$ cat src/rtl/axi_io_pmp_err_slv_pkg.sv
// Shared definitions for the IO-PMP deny-leg AXI responder:
// AXI response codes and the state encodings of the write and read FSMs.
package axi_io_pmp_pkg;

  // AXI response codes
  localparam logic [1:0] RESP_OKAY   = 2'b00;
  localparam logic [1:0] RESP_EXOKAY = 2'b01;
  localparam logic [1:0] RESP_SLVERR = 2'b10;
  localparam logic [1:0] RESP_DECERR = 2'b11;

  // Write path: wait for AW, swallow W beats, return one B
  typedef enum logic [1:0] {
    WR_IDLE = 2'd0,
    WR_DATA = 2'd1,
    WR_RESP = 2'd2
  } wr_state_e;

  // Read path: wait for AR, emit arlen+1 R beats
  typedef enum logic {
    RD_IDLE = 1'b0,
    RD_DATA = 1'b1
  } rd_state_e;

  // A burst beat is the final one when its index equals the AXI length field
  function automatic logic beat_is_last(input logic [7:0] count, input logic [7:0] len);
    return (count == len);
  endfunction

  // Only error codes make sense for a responder that terminates denied traffic
  function automatic logic resp_is_error(input logic [1:0] resp);
    return (resp == RESP_SLVERR) || (resp == RESP_DECERR);
  endfunction

endpackage

$ cat src/rtl/axi_io_pmp_err_slv.sv
// AXI4 terminating responder for the IO-PMP deny leg.
// Every write is completed with a single B and every read with exactly
// arlen+1 R beats, all carrying the configured error response, so blocked
// initiators never hang. One write and one read may be outstanding at a time
// and the two paths are fully independent.
//
// Handshake rule on every channel: a transfer happens on the rising clock
// edge where valid and ready are both high; a source holding valid high keeps
// its payload stable until that edge, and ready may toggle freely.
//
// All outputs come straight from flops; each FSM computes next-state and
// next-output values in one always_comb and registers them in one always_ff.
module axi_io_pmp_err_slv
  import axi_io_pmp_pkg::*;
#(
  parameter int          DATA_WIDTH    = 32,
  parameter int          ADDR_WIDTH    = 32,
  parameter int          STRB_WIDTH    = DATA_WIDTH / 8,
  parameter int          ID_WIDTH      = 8,
  parameter int          BUSER_WIDTH   = 1,
  parameter int          RUSER_WIDTH   = 1,
  parameter logic [1:0]  RESP          = RESP_DECERR,
  parameter logic [31:0] RDATA_PATTERN = 32'hDEADBEEF
) (
  input  logic                   clk,
  input  logic                   rst,
  // write address
  input  logic [ID_WIDTH-1:0]    s_axi_awid,
  input  logic [7:0]             s_axi_awlen,
  input  logic                   s_axi_awvalid,
  output logic                   s_axi_awready,
  // write data
  input  logic                   s_axi_wlast,
  input  logic                   s_axi_wvalid,
  output logic                   s_axi_wready,
  // write response
  output logic [ID_WIDTH-1:0]    s_axi_bid,
  output logic [1:0]             s_axi_bresp,
  output logic [BUSER_WIDTH-1:0] s_axi_buser,
  output logic                   s_axi_bvalid,
  input  logic                   s_axi_bready,
  // read address
  input  logic [ID_WIDTH-1:0]    s_axi_arid,
  input  logic [7:0]             s_axi_arlen,
  input  logic                   s_axi_arvalid,
  output logic                   s_axi_arready,
  // read data
  output logic [ID_WIDTH-1:0]    s_axi_rid,
  output logic [DATA_WIDTH-1:0]  s_axi_rdata,
  output logic [1:0]             s_axi_rresp,
  output logic                   s_axi_rlast,
  output logic [RUSER_WIDTH-1:0] s_axi_ruser,
  output logic                   s_axi_rvalid,
  input  logic                   s_axi_rready,
  // protocol monitor
  output logic                   wlast_err
);

  // Read data pattern, zero-extended or truncated to the bus width
  localparam logic [DATA_WIDTH-1:0] RDATA_FIT = DATA_WIDTH'(RDATA_PATTERN);

  // Reject configurations that cannot describe a legal AXI port or that
  // would answer denied traffic with a success code.
  if (STRB_WIDTH != DATA_WIDTH / 8 || ADDR_WIDTH < 1 || !resp_is_error(RESP)) begin : g_bad_cfg
    $error("axi_io_pmp_err_slv: inconsistent widths or non-error RESP");
  end

  // ---------------------------------------------------------------------------
  // Write path
  // ---------------------------------------------------------------------------
  wr_state_e           wr_state, wr_state_n;
  logic                awready_r, awready_n;
  logic                wready_r, wready_n;
  logic                bvalid_r, bvalid_n;
  logic [ID_WIDTH-1:0] bid_r, bid_n;
  logic [7:0]          wcnt_r, wcnt_n;
  logic [7:0]          wlen_r, wlen_n;
  logic                wlast_err_r, wlast_err_n;

  // Write FSM: next state and next registered outputs
  always_comb begin
    wr_state_n  = wr_state;
    awready_n   = awready_r;
    wready_n    = wready_r;
    bvalid_n    = bvalid_r;
    bid_n       = bid_r;
    wcnt_n      = wcnt_r;
    wlen_n      = wlen_r;
    wlast_err_n = 1'b0;
    case (wr_state)
      WR_IDLE: begin
        // awready rises one cycle after reset or after a B handshake;
        // W beats are stalled until an AW has been accepted.
        awready_n = 1'b1;
        wready_n  = 1'b0;
        bvalid_n  = 1'b0;
        if (s_axi_awvalid && awready_r) begin
          wr_state_n = WR_DATA;
          awready_n  = 1'b0;
          wready_n   = 1'b1;
          bid_n      = s_axi_awid;
          wlen_n     = s_axi_awlen;
          wcnt_n     = 8'd0;
        end
      end
      WR_DATA: begin
        if (s_axi_wvalid && wready_r) begin
          // wlast is only monitored; the beat count alone ends the burst
          wlast_err_n = (s_axi_wlast != beat_is_last(wcnt_r, wlen_r));
          if (beat_is_last(wcnt_r, wlen_r)) begin
            wr_state_n = WR_RESP;
            wready_n   = 1'b0;
            bvalid_n   = 1'b1;
          end else begin
            wcnt_n = wcnt_r + 8'd1;
          end
        end
      end
      WR_RESP: begin
        // bid was latched at AW time and holds until the B handshake
        if (s_axi_bready && bvalid_r) begin
          wr_state_n = WR_IDLE;
          bvalid_n   = 1'b0;
          awready_n  = 1'b1;
        end
      end
      default: begin
        wr_state_n = WR_IDLE;
        awready_n  = 1'b0;
        wready_n   = 1'b0;
        bvalid_n   = 1'b0;
      end
    endcase
  end

  // Write FSM: state and output registers
  always_ff @(posedge clk) begin
    if (rst) begin
      wr_state    <= WR_IDLE;
      awready_r   <= 1'b0;
      wready_r    <= 1'b0;
      bvalid_r    <= 1'b0;
      bid_r       <= '0;
      wcnt_r      <= 8'd0;
      wlen_r      <= 8'd0;
      wlast_err_r <= 1'b0;
    end else begin
      wr_state    <= wr_state_n;
      awready_r   <= awready_n;
      wready_r    <= wready_n;
      bvalid_r    <= bvalid_n;
      bid_r       <= bid_n;
      wcnt_r      <= wcnt_n;
      wlen_r      <= wlen_n;
      wlast_err_r <= wlast_err_n;
    end
  end

  // ---------------------------------------------------------------------------
  // Read path
  // ---------------------------------------------------------------------------
  rd_state_e           rd_state, rd_state_n;
  logic                arready_r, arready_n;
  logic                rvalid_r, rvalid_n;
  logic [ID_WIDTH-1:0] rid_r, rid_n;
  logic                rlast_r, rlast_n;
  logic [7:0]          rcnt_r, rcnt_n;
  logic [7:0]          rlen_r, rlen_n;

  // Read FSM: next state and next registered outputs
  always_comb begin
    rd_state_n = rd_state;
    arready_n  = arready_r;
    rvalid_n   = rvalid_r;
    rid_n      = rid_r;
    rlast_n    = rlast_r;
    rcnt_n     = rcnt_r;
    rlen_n     = rlen_r;
    case (rd_state)
      RD_IDLE: begin
        arready_n = 1'b1;
        rvalid_n  = 1'b0;
        rlast_n   = 1'b0;
        if (s_axi_arvalid && arready_r) begin
          rd_state_n = RD_DATA;
          arready_n  = 1'b0;
          rvalid_n   = 1'b1;
          rid_n      = s_axi_arid;
          rlen_n     = s_axi_arlen;
          rcnt_n     = 8'd0;
          rlast_n    = beat_is_last(8'd0, s_axi_arlen);
        end
      end
      RD_DATA: begin
        // Payload only moves on a handshake, so it is stable across stalls.
        // The counter stops at arlen, so arlen=255 never wraps.
        if (s_axi_rready && rvalid_r) begin
          if (rlast_r) begin
            rd_state_n = RD_IDLE;
            rvalid_n   = 1'b0;
            rlast_n    = 1'b0;
            arready_n  = 1'b1;
          end else begin
            rcnt_n  = rcnt_r + 8'd1;
            rlast_n = beat_is_last(rcnt_r + 8'd1, rlen_r);
          end
        end
      end
      default: begin
        rd_state_n = RD_IDLE;
        arready_n  = 1'b0;
        rvalid_n   = 1'b0;
        rlast_n    = 1'b0;
      end
    endcase
  end

  // Read FSM: state and output registers
  always_ff @(posedge clk) begin
    if (rst) begin
      rd_state  <= RD_IDLE;
      arready_r <= 1'b0;
      rvalid_r  <= 1'b0;
      rid_r     <= '0;
      rlast_r   <= 1'b0;
      rcnt_r    <= 8'd0;
      rlen_r    <= 8'd0;
    end else begin
      rd_state  <= rd_state_n;
      arready_r <= arready_n;
      rvalid_r  <= rvalid_n;
      rid_r     <= rid_n;
      rlast_r   <= rlast_n;
      rcnt_r    <= rcnt_n;
      rlen_r    <= rlen_n;
    end
  end

  // ---------------------------------------------------------------------------
  // Outputs
  // ---------------------------------------------------------------------------
  assign s_axi_awready = awready_r;
  assign s_axi_wready  = wready_r;
  assign s_axi_bid     = bid_r;
  assign s_axi_bresp   = RESP;
  assign s_axi_buser   = '0;
  assign s_axi_bvalid  = bvalid_r;

  assign s_axi_arready = arready_r;
  assign s_axi_rid     = rid_r;
  assign s_axi_rdata   = RDATA_FIT;
  assign s_axi_rresp   = RESP;
  assign s_axi_rlast   = rlast_r;
  assign s_axi_ruser   = '0;
  assign s_axi_rvalid  = rvalid_r;

  assign wlast_err     = wlast_err_r;

endmodule

$ cat config.mk
export PLATFORM = sky130hd
export DESIGN_NAME = axi_io_pmp_err_slv
export DESIGN_NICKNAME = d
export VERILOG_FILES = /design/src/rtl/axi_io_pmp_err_slv_pkg.sv /design/src/rtl/axi_io_pmp_err_slv.sv
export SDC_FILE = /design/constraint.sdc
export NUM_CORES = 1
export LEC_CHECK = 0
export ABC_AREA = 1
export BUFFER_PORTS_ARGS = -buffer_cell sky130_fd_sc_hd__buf_2
export CAP_MARGIN = 25
export CORE_MARGIN = 1
export CORE_UTILIZATION = 40
export DETAILED_ROUTE_END_ITERATION = 12
export GPL_TIMING_DRIVEN = 0
export HOLD_SLACK_MARGIN = 0.03
export PLACE_DENSITY = 0.64
export SETUP_SLACK_MARGIN = 0.3
export SLEW_MARGIN = 10
export SYNTH_ARGS = -nofsm -noshare
export SYNTH_HDL_FRONTEND = slang
export SYNTH_SLANG_ARGS = --single-unit
$ cat constraint.sdc
create_clock -name clk -period 1.4 [get_ports clk]
set_input_delay 0.28 -clock clk [delete_from_list [all_inputs] [get_ports clk]]
set_output_delay 0.28 -clock clk [all_outputs]
set_load 0.01 [all_outputs]
# --- Word level (Yosys, flattened, before mapping) ---
# Cells that the tools add are included.
classes:
  add_sub_neg: 2
  eq_ne: 14
  mux: 39
  n_bitwise: 4
  n_reduce_logical: 18
ops:
  columns: ["op", "n"]
  rows:
  - ["$mux W8", 6]
  - ["$pmux W8 S2", 2]
  - ["$mux W1", 19]
  - ["$add A8 B1 Y8 const B", 2]
  - ["$eq A8 B8 Y1", 2]
  - ["$ne A2 B2 Y1 const B", 7]
  - ["$pmux W1 S2", 5]
  - ["$reduce_and A3 Y1", 3]
  - ["$logic_not A8 Y1", 1]
  - ["$mux W2", 4]
  - ["$reduce_and A2 Y1", 4]
  - ["$reduce_and A4 Y1", 2]
  - ["$pmux W1 S3", 2]
  - ["$pmux W2 S3", 1]
  - ["$logic_and A1 B1 Y1", 5]
  - ["$ne A2 B1 Y1 const B", 2]
  - ["$not A1 Y1", 4]
  - ["$reduce_or A3 Y1", 1]
  - ["$eq A2 B1 Y1 const B", 1]
  - ["$eq A2 B2 Y1 const B", 1]
  - ["$logic_not A2 Y1", 1]
  - ["$reduce_bool A2 Y1", 1]
  - ["$ne A1 B1 Y1", 1]
totals:
  reg_bits: 58
  in_bits: 40
  word_cells: 92

# --- Longest topological paths before layout ---
# Gate-level depths: netlist of run 1.
depth:
  ltp_word: 5
  depth_mapped: 11

# --- Least setup slack after synthesis of run 1 ---
# OpenSTA, ideal clock, no wires.
synth_path:
  path_kind: "register to register"
  startpoint: "register awready_r, in the netlist s_axi_awready"
  endpoint: "register wlen_r[4]"
  setup_ns: 0.129
  arrival_ns: 1.141
  t_required_ns: 1.271
  path_slack_ns: 0.130
  path_stages_with_launch: 7
  path_buffers: 1
  synth_period_minus_slack_ns: 1.270
  path_cell_list: "dfxtp_1 -> nand2_1 -> nor3_2 -> inv_2 -> clkbuf_1 -> o21ai_0 -> a21oi_1"
synth_between:
  elab_chain_cells: 2
synth_lines:
  columns: ["item", "line", "text"]
  rows:
  - ["start: declaration", "axi_io_pmp_err_slv.sv:72", "logic awready_r, awready_n;"]
  - ["start signal: assignment", "axi_io_pmp_err_slv.sv:149", "awready_r <= awready_n;"]
  - ["$logic_and A1 B1 Y1", "axi_io_pmp_err_slv.sv:97", "if (s_axi_awvalid && awready_r) begin"]
  - ["$reduce_and A2 Y1 (no line)", null, null]
  - ["end signal: assignment", "axi_io_pmp_err_slv.sv:154", "wlen_r <= wlen_n;"]
  - ["end: declaration", "axi_io_pmp_err_slv.sv:77", "logic [7:0] wlen_r, wlen_n;"]
# No other way between the ends.
# A chain may end at the register's enable or synchronous reset.

# --- Worst setup path after layout of run 1 ---
layout_path:
  startpoint: "register wcnt_r[0]"
  endpoint: "register wcnt_r[1]"
layout_between:
  elab_chain_cells: 4
  word_cells_on_any_way: 7
  classes_between: "1 x add/sub; 2 x eq/ne; 3 x mux; 1 x reduce/logical"
layout_lines:
  columns: ["item", "line", "text"]
  rows:
  - ["start: declaration", "axi_io_pmp_err_slv.sv:76", "logic [7:0] wcnt_r, wcnt_n;"]
  - ["start signal: assignment", "axi_io_pmp_err_slv.sv:153", "wcnt_r <= wcnt_n;"]
  - ["$add A8 B1 Y8", "axi_io_pmp_err_slv.sv:115", "wcnt_n = wcnt_r + 8'd1;"]
  - ["$mux W8", "axi_io_pmp_err_slv.sv:110", "if (beat_is_last(wcnt_r, wlen_r)) begin"]
  - ["$mux W8", "axi_io_pmp_err_slv.sv:107", "if (s_axi_wvalid && wready_r) begin"]
  - ["$pmux W8 S2", "axi_io_pmp_err_slv.sv:90", "case (wr_state)"]
# Parallel ways exist; a longest one is shown, timed or not. The select of a mux whose other input is x is not followed.

==> summary.md, run 1 <==
| Metric | Value |
|---|---|
| Cell with the largest stage delay on the worst path | `dfxtp_4` |
| Worst Hold Launch | `s_axi_awid[3]` |
| Fin Hold WS | `0.1676 ns` |
| Combinational family with the most area after synthesis | `simple AND/OR/NAND/NOR gates` |
| Mux contribution to synthesized area | `0%` |
| Crit-path max cell delay | `0.37 ns` |
| Residual DRC count | `0` |
| Max-slew headroom | `between 40% and 50%` |
| Post-Syn Instances | `between 400 and 500` |
| Distinct cells, synth | `33` |
| # IOs | `101` |
| Synth Cell Area | `0.003017 mm²` |
| Highest Clock Rate | `0.7093 GHz` |
| Post-synthesis adder-cell area fraction | `less than 1%` |
| Vias in the first global route | `2,905` |
| Critical Path RT | `between 1.5 and 2 ns` |
| Seq/Total Area, Yosys | `roughly two fifths` |
| Sequential cell area | `0.001244 mm²` |
| Max Cap Viol | `0` |
| DPL Wire Length | `5.488 mm` |
| Final worst path period share | `100.7%` |
| DR vias | `3,220` |
| Layout cell share with drive strength beyond 1 | `around 53%` |
| Die ar. | `0.007893 mm²` |
| Nets | `620` |
| N_diodes | `0` |
| Clock root cell | `clkbuf_8` |
| IO buf count | `62` |
| Minimum clock period | `~1.4 ns` |
| Leakage | `2.097 nW` |
| Gpl congestion | `0.8169` |
| Synth warn | `0` |
| RSZ-0062 raised after global routing | `yes` |
| Outcome | `complete, but fails checks` |
| Die X | `88.84 µm` |
| Type of the worst setup path | `register to register` |
| Startpoint types | `register` |
| Grt total ovfl | `0` |
| DRT Wirelength | `around 9 mm` |
| Hold Crit Depth | `3` |
| Initial antenna violation count | `0` |
| Synth Area in Simple Gates | `between 20 and 30%` |
| Worst Setup End Kind | `register` |
| Final Hold Viols | `0` |
| Syn Area/Cell | `6.967 µm²` |
| Die H | `between 80 and 90 µm` |
| Worst Path Max Fanout | `8` |
| Power per cell area | `1490 mW/mm²` |
| Finish-stage setup viols | `1` |
| P&R area growth vs syn | `60.14%` |
| Multi-input gate area | `approximately 0.002 mm²` |
| Hold Path End | `s_axi_bid[3]$_SDFFE_PP0P_` |
| Htree depth | `3` |
| Max Slew Vio Count | `0` |
| Highest ir drop seen on vdd | `0.8435 mV` |
| Worst reg2reg startpoint | `wcnt_r[0]$_SDFFE_PP0P_` |
| Routed Antenna Nets | `0` |
| CTS Buffer Depth | `2` |
| Clk_skew | `a little over 0.008 ns` |
| Post-Synth XOR/XNOR Area | `~2.9%` |
| Hold_buf cts | `0` |
| GRT Util Overall | `roughly 22%` |
| CTS sink count | `58` |
| Clk slew on worst S/H paths | `0.07 ns` |
| Worst reg-to-reg setup slack | `-0.01 ns` |
| Post-route setup slack | `-0.009939 ns` |
| CORE AREA | `0.007253 mm²` |
| Drt pass-1 iters | `5` |
| Hold crit path type | `primary input to register` |
| First-pass GRT wire length | `13.17 mm` |
| WL/cell | `12.88 µm` |
| Arrival time at the worst endpoint | `1.68 ns` |
| Crit-path cells | `xnor2_2, nand2_2, nor2_4, nand3_4, nand2_8, inv_8, nand2_1, nand2_1, nor2_2` |
| Initial DRC count | `95` |
| Worst Tran Pin Value | `roughly 0.77 ns` |
| Fin Setup TNS | `-0.009939 ns` |
| Post-synthesis compound-gate area fraction | `13.40%` |
| Cell Rows | `31` |
| Starting Density | `between 40% and 50%` |
| Avg Vias per Cell | `between 4 and 5` |
| Filler instances | `625` |
| CTS tree | `done` |
| Reg2Reg Depth | `9` |
| Pin count of the biggest net entering global routing | `11` |
| Reg-to-reg critical path endpoint | `wcnt_r[1]$_SDFFE_PP0P_` |
| Synth Register Bits | `58` |
| Most used cell, CP | `nand2_1` |
| Failing checks | `setup timing` |
| Tot Pwr | `about 7 mW` |
| TritonCTS Buffers | `9` |
| Skew-Pair Late Insertion Delay | `0.34 ns` |
cell families after synthesis:
| family | Yosys count |
|---|---|
| compound gates | 76 |
| simple gates | 199 |
| fa+ha+maj | 2 |
| other cells | 2 |
| xor+xnor | 10 |
| buf+inv | 86 |
| flops | 58 |
critical path, delay by kind of cell (launching register included):
family | cells | cell delay, ns
XOR/XNOR | 1 | 0.16
buffers and inverters | 1 | 0.05
AND/OR/NAND/NOR | 7 | 0.76
flip-flops | 1 | 0.37
what timing repair did:
item	in CTS	in global routing
gates cloned	5	0
resized for setup	107	118
hold endpoints to repair	0	0
pin swaps	29	35
buffers inserted	23	8
endpoints found under the setup margin	64	77
through the flow:
step           cell area (µm²)  worst slack (ns)  util [%]  instances
6_report                  4831         -0.009939     66.60        681
5_1_grt                   4831          -0.06096     66.60        681
4_1_cts                   4431           0.07697     61.08        673
3_5_place_dp              3662          -0.05522     50.49        630
3_3_place_gp              3662          -0.03467     50.49        630
2_1_floorplan             3228            0.1885         -        469
synth_stat cells (all sizes together):
library cell,instances,area (µm²)
a211oi,2,15.01
a21oi,32,160.2
a31oi,2,12.51
buf,40,300.3
clkbuf,9,33.78
clkinv,1,3.750
conb,2,7.510
dfxtp,58,1161
ha,2,25.02
inv,36,137.6
nand2,87,334.1
nand3,27,140.1
nand3b,1,7.510
nand4,3,18.77
nor2,73,301.5
nor3,5,35.03
nor4,2,12.51
o211ai,1,7.510
o21a,1,7.510
o21ai,38,201.5
or2,1,6.260
xnor2,6,52.55
xor2,4,35.03
sequential cells by signal (all words and copies together), names as in the netlist:
name	count
rcnt_r	8
rd_state	1
rlen_r	8
s_axi_arready	1
s_axi_awready	1
s_axi_bid	8
s_axi_bvalid	1
s_axi_rid	8
s_axi_rlast	1
s_axi_rvalid	1
s_axi_wready	1
wcnt_r	8
wlast_err	1
wlen_r	8
wr_state	2
metal layers:
metal	wire length, µm	part of all wire (%)	up-vias	GRT usage [%]
li1	-	-	1619	-
met1	3679	42	1486	24.87
met2	4558	52	99	38.95
met3	391	4.5	16	5.317
met4	138	1.6	0	9.531
met5	0	0	-	0
final cells by class:
class / instances / area share, %
repair buffers: 98 / 14.87
well taps: 99 / 2.564
clock inverters: 1 / 0.6216
inverters: 37 / 3.497
plain buffers: 49 / 8.392
flip-flops and latches: 58 / 25.74
clock buffers: 14 / 3.989
multi-input cells: 325 / 40.33
power by group:
part           leakage (nW)  total [mW]  switching [mW]  internal [mW]
combinational          1.49        3.21            1.75           1.46
sequential            0.494        2.29           0.281           2.01
clock                 0.115        1.69           0.639           1.06
how the worst max path moves through the flow:
stage	slack, ns	to	depth (start not counted)	startpoint
3_3_place_gp	-0.03	wcnt_r[1]$_SDFFE_PP0P_	10	s_axi_awvalid
3_5_place_dp	-0.06	wcnt_r[1]$_SDFFE_PP0P_	10	s_axi_awvalid
5_1_grt	-0.06	s_axi_rlast$_SDFFE_PP0P_	11	rcnt_r[0]$_SDFFE_PP0P_
6_report	-0.01	wcnt_r[1]$_SDFFE_PP0P_	9	wcnt_r[0]$_SDFFE_PP0P_
2_1_floorplan	0.19	wcnt_r[1]$_SDFFE_PP0P_	9	s_axi_awready$_SDFFE_PP0P_
4_1_cts	0.08	wcnt_r[1]$_SDFFE_PP0P_	9	wcnt_r[2]$_SDFFE_PP0P_
cell usage in the layout (no fill, tap or decap), types with 4 or more instances in the layout:
master	count
conb_1	38
nor2_4	16
o21ai_1	10
dfxtp_2	24
nand2_1	65
clkbuf_8	14
dfxtp_4	14
inv_4	4
nor2_1	40
o21ai_2	13
inv_2	8
nor2_2	17
buf_2	54
nand2_4	4
xor2_1	4
buf_8	8
a21oi_2	12
dfxtp_1	20
a21oi_1	18
buf_4	58
clkbuf_1	4
nand2_2	17
buf_6	19
nand3_1	22
o21ai_0	14
inv_1	23
Note: power is estimated with default switching activity, not from simulation.
==> run 2: changes to the inputs <==
==> constraint.sdc (replaced) <==
create_clock -name clk -period 1.4 [get_ports clk]
set_input_delay 0.28 -clock clk [delete_from_list [all_inputs] [get_ports clk]]
set_output_delay 0.28 -clock clk [all_outputs]
set_load 0.05 [all_outputs]
==> run 2 against run 1 <==
The run still ends with setup timing left. Final area increased by 5.2%. Clock power is 7% higher. Wire length grew 0.25%. Cell count increased by 1.2%. Clock skew is 0.0033 ns lower. Sequential cell count unchanged. Critical endpoint is now wcnt_r[4]$_SDFFE_PP0P_.
==> summary.md, run 2 (synthesis results as in run 1) <==
| Metric | Value |
|---|---|
| Pre-CTS setup slack | `-0.06311 ns (was -0.05522 ns)` |
| Skew-Pair Late Insertion Delay | `0.34 ns (about the same)` |
| Nets | `627 (was 620)` |
| Filler instances | `552 (was 625)` |
| Commonest cells after routing, fill and taps aside | `buf_4, nand2_1, nor2_1, buf_2, conb_1 (was nand2_1, buf_4, buf_2, nor2_1, conb_1)` |
| Htree depth | `3 (unchanged)` |
| Most common cell after layout, fill and taps aside | `buf_4 (was nand2_1)` |
| Switching Fraction | `39.94% (was 37.10%)` |
| CTS Buffer Depth | `2 (unchanged)` |
| Sw power | `3.248 mW (was 2.670 mW)` |
| Worst reg2reg startpoint | `wlen_r[3]$_SDFFE_PP0P_ (was wcnt_r[0]$_SDFFE_PP0P_)` |
| Placed Cells incl. Taps | `630 (unchanged)` |
| Fin Setup TNS | `-0.002562 ns (was -0.009939 ns)` |
| Max-slew headroom | `53.59% (was 48.45%)` |
| RSZ-0062 raised after global routing | `yes (unchanged)` |
| Grt total ovfl | `0 (unchanged)` |
| DPL Wire Length | `5.341 mm (was 5.488 mm)` |
| Layout cell share with drive strength beyond 1 | `53.05% (was 52.75%)` |
| Starting Density | `41.59% (unchanged)` |
| Clk_skew | `0.004813 ns (was 0.008127 ns)` |
| Reg-to-reg critical path endpoint | `wcnt_r[4]$_SDFFE_PP0P_ (was wcnt_r[1]$_SDFFE_PP0P_)` |
| Highest Clock Rate | `0.7133 GHz (was 0.7093 GHz)` |
| Clock power share | `22.3% (was 23.5%)` |
| WL/cell | `12.76 µm (was 12.88 µm)` |
| Worst Hold Launch | `s_axi_awid[3] (unchanged)` |
| Critical Path RT | `1.59 ns (was 1.67 ns)` |
| Worst reg-to-reg setup slack | `-0.002 ns (was -0.01 ns)` |
| # IOs | `101 (unchanged)` |
| Worst Setup End Kind | `register (unchanged)` |
| Final worst path period share | `100.1% (was 100.7%)` |
| Die X | `88.84 µm (unchanged)` |
| Type of the worst setup path | `register to register (unchanged)` |
| Flop pwr share | `29.2% (was 31.9%)` |
| Clock root cell | `clkbuf_8 (unchanged)` |
| Initial antenna violation count | `0 (unchanged)` |
| Placed cell area | `0.003671 mm² (was 0.003662 mm²)` |
| First-pass GRT wire length | `12.94 mm (was 13.17 mm)` |
| Failing checks | `setup timing (unchanged)` |
| DR vias | `3,218 (was 3,220)` |
| Gpl congestion | `0.8139 (was 0.8169)` |
| CTS tree | `done (unchanged)` |
| Clk slew on worst S/H paths | `0.06 ns (was 0.07 ns)` |
| Max Slew Vio Count | `0 (unchanged)` |
| P&R area growth vs syn | `68.48% (was 60.14%)` |
| Vias in the first global route | `2,846 (was 2,905)` |
| Initial DRC count | `148 (was 95)` |
| Leakage | `2.217 nW (was 2.097 nW)` |
| Avg Vias per Cell | `4.671 (was 4.728)` |
| Outcome | `complete, but fails checks (unchanged)` |
| Post-route setup slack | `-0.001856 ns (was -0.009939 ns)` |
| Final Cell Area | `0.005082 mm² (was 0.004831 mm²)` |
| Die ar. | `0.007893 mm² (unchanged)` |
| Hold crit path type | `primary input to register (unchanged)` |
| P_int | `4.884 mW (was 4.526 mW)` |
| Finish-stage setup viols | `2 (was 1)` |
| Layout Cells excl Fill | `689 (was 681)` |
| IO buf count | `62 (unchanged)` |
| CORE AREA | `0.007253 mm² (unchanged)` |
| GRT Util Overall | `21.67% (was 21.90%)` |
| DRT Wirelength | `8.790 mm (was 8.768 mm)` |
| Tot Pwr | `8.132 mW (was 7.197 mW)` |
| Power per cell area | `1600 mW/mm² (was 1490 mW/mm²)` |
| Residual DRC count | `0 (unchanged)` |
| Reg2Reg Depth | `8 (was 9)` |
| Hold Path End | `s_axi_bid[3]$_SDFFE_PP0P_ (unchanged)` |
| Startpoint types | `register (unchanged)` |
| Routed Antenna Nets | `0 (unchanged)` |
| Worst Tran Pin Value | `0.6962 ns (was 0.7733 ns)` |
| Combinational Power Share | `48.5% (was 44.6%)` |
| Worst Path Max Fanout | `8 (unchanged)` |
| Max Cap Viol | `0 (unchanged)` |
| Hold_buf cts | `0 (unchanged)` |
| Final Hold Viols | `0 (unchanged)` |
| Cell Rows | `31 (unchanged)` |
| Hold Crit Depth | `3 (unchanged)` |
| Pin count of the biggest net entering global routing | `11 (unchanged)` |
| N_diodes | `0 (unchanged)` |
| TritonCTS Buffers | `9 (unchanged)` |
| CTS sink count | `58 (unchanged)` |
| Minimum clock period | `1.402 ns (was 1.410 ns)` |
| Highest ir drop seen on vdd | `0.9064 mV (was 0.8435 mV)` |
| Arrival time at the worst endpoint | `1.59 ns (was 1.68 ns)` |
| Die H | `88.84 µm (unchanged)` |
| Drt pass-1 iters | `4 (was 5)` |
[run 2: changes by cell type in the layout (fill, tap and decap cells not counted), moves of 5 or more]
cell,delta
dfxtp_4,+7
buf_4,+9
nor2_2,-6
buf_8,+19
nor2_1,+11
o21ai_1,-6
buf_2,-15
nor2_4,-5
dfxtp_1,-5
buf_6,-10
[run 2: worst max path at each step]
stage                                     from                endpoint  slack [ns]  cells after the start
detailed placement    wr_state[0]$_SDFFE_PP0P_  wcnt_r[1]$_SDFFE_PP0P_       -0.06                      9
floorplan           s_axi_awready$_SDFFE_PP0P_  wcnt_r[1]$_SDFFE_PP0P_        0.11                      9
CTS                     wlen_r[2]$_SDFFE_PP0P_  wcnt_r[4]$_SDFFE_PP0P_        0.08                      8
global placement      wr_state[0]$_SDFFE_PP0P_  wcnt_r[1]$_SDFFE_PP0P_       -0.06                      9
finish                  wlen_r[3]$_SDFFE_PP0P_  wcnt_r[4]$_SDFFE_PP0P_      -0.002                      8
global route            wlen_r[3]$_SDFFE_PP0P_  wcnt_r[1]$_SDFFE_PP0P_       -0.09                      9
[run 2: power groups by stage]
| stage | sequential (mW) | combinational [mW] | clock, mW |
|---|---|---|---|
| 6_report | 2.37 | 3.95 | 1.81 |
| 5_1_grt | 2.40 | 4.19 | 1.94 |
| 4_1_cts | 2.32 | 3.07 | 1.85 |
| 3_5_place_dp | 2.25 | 2.39 | 0 |
| 3_3_place_gp | 2.24 | 2.37 | 0 |
| 2_1_floorplan | 2.73 | 1.39 | 0 |
[run 2: area by class of cell]
cell class / count / area, µm² / share of cell area (%)
Buffer: 49 / 395.4 / 7.779
Clock buffer: 12 / 165.2 / 3.250
Clock inverter: 4 / 72.57 / 1.428
Inverter: 37 / 163.9 / 3.225
Multi-Input combinational cell: 325 / 1911 / 37.59
Sequential cell: 58 / 1267 / 24.94
Tap cell: 99 / 123.9 / 2.437
Timing Repair Buffer: 105 / 983.4 / 19.35
[run 2: critical path, stage by stage (launching register included)]
cell and delay (ns):
dfxtp_1 0.33, xnor2_1 0.18, nand2_1 0.13, nor2_4 0.18
nand3_4 0.13, nand2_8 0.14, inv_8 0.05, nand2_1 0.06
a21oi_1 0.05
[run 2: through the flow]
| stage | util [%] | hold WS, ns |
|---|---|---|
| after floorplan | - | 0.4149 |
| after global placement | 50.61 | 0.4541 |
| after detailed placement | 50.61 | 0.4608 |
| after CTS | 61.89 | 0.1434 |
| after global routing | 70.07 | 0.1542 |
| final | 70.07 | 0.1503 |
[run 2: layer usage]
layer	vias up	part of all wire, %	GRT usage, %
li1	1622	-	-
met1	1493	39	25.06
met2	87	54	37.76
met3	16	4.9	5.597
met4	0	2.2	9.384
met5	-	0	0
[run 2: timing repair]
| action | CTS | global route |
|---|---|---|
| setup endpoints to repair | 80 | 78 |
| hold endpoints to repair | 0 | 0 |
| cloned | 0 | 4 |
| buffers inserted | 22 | 17 |
| pin swaps | 24 | 48 |
| resized for setup | 141 | 129 |
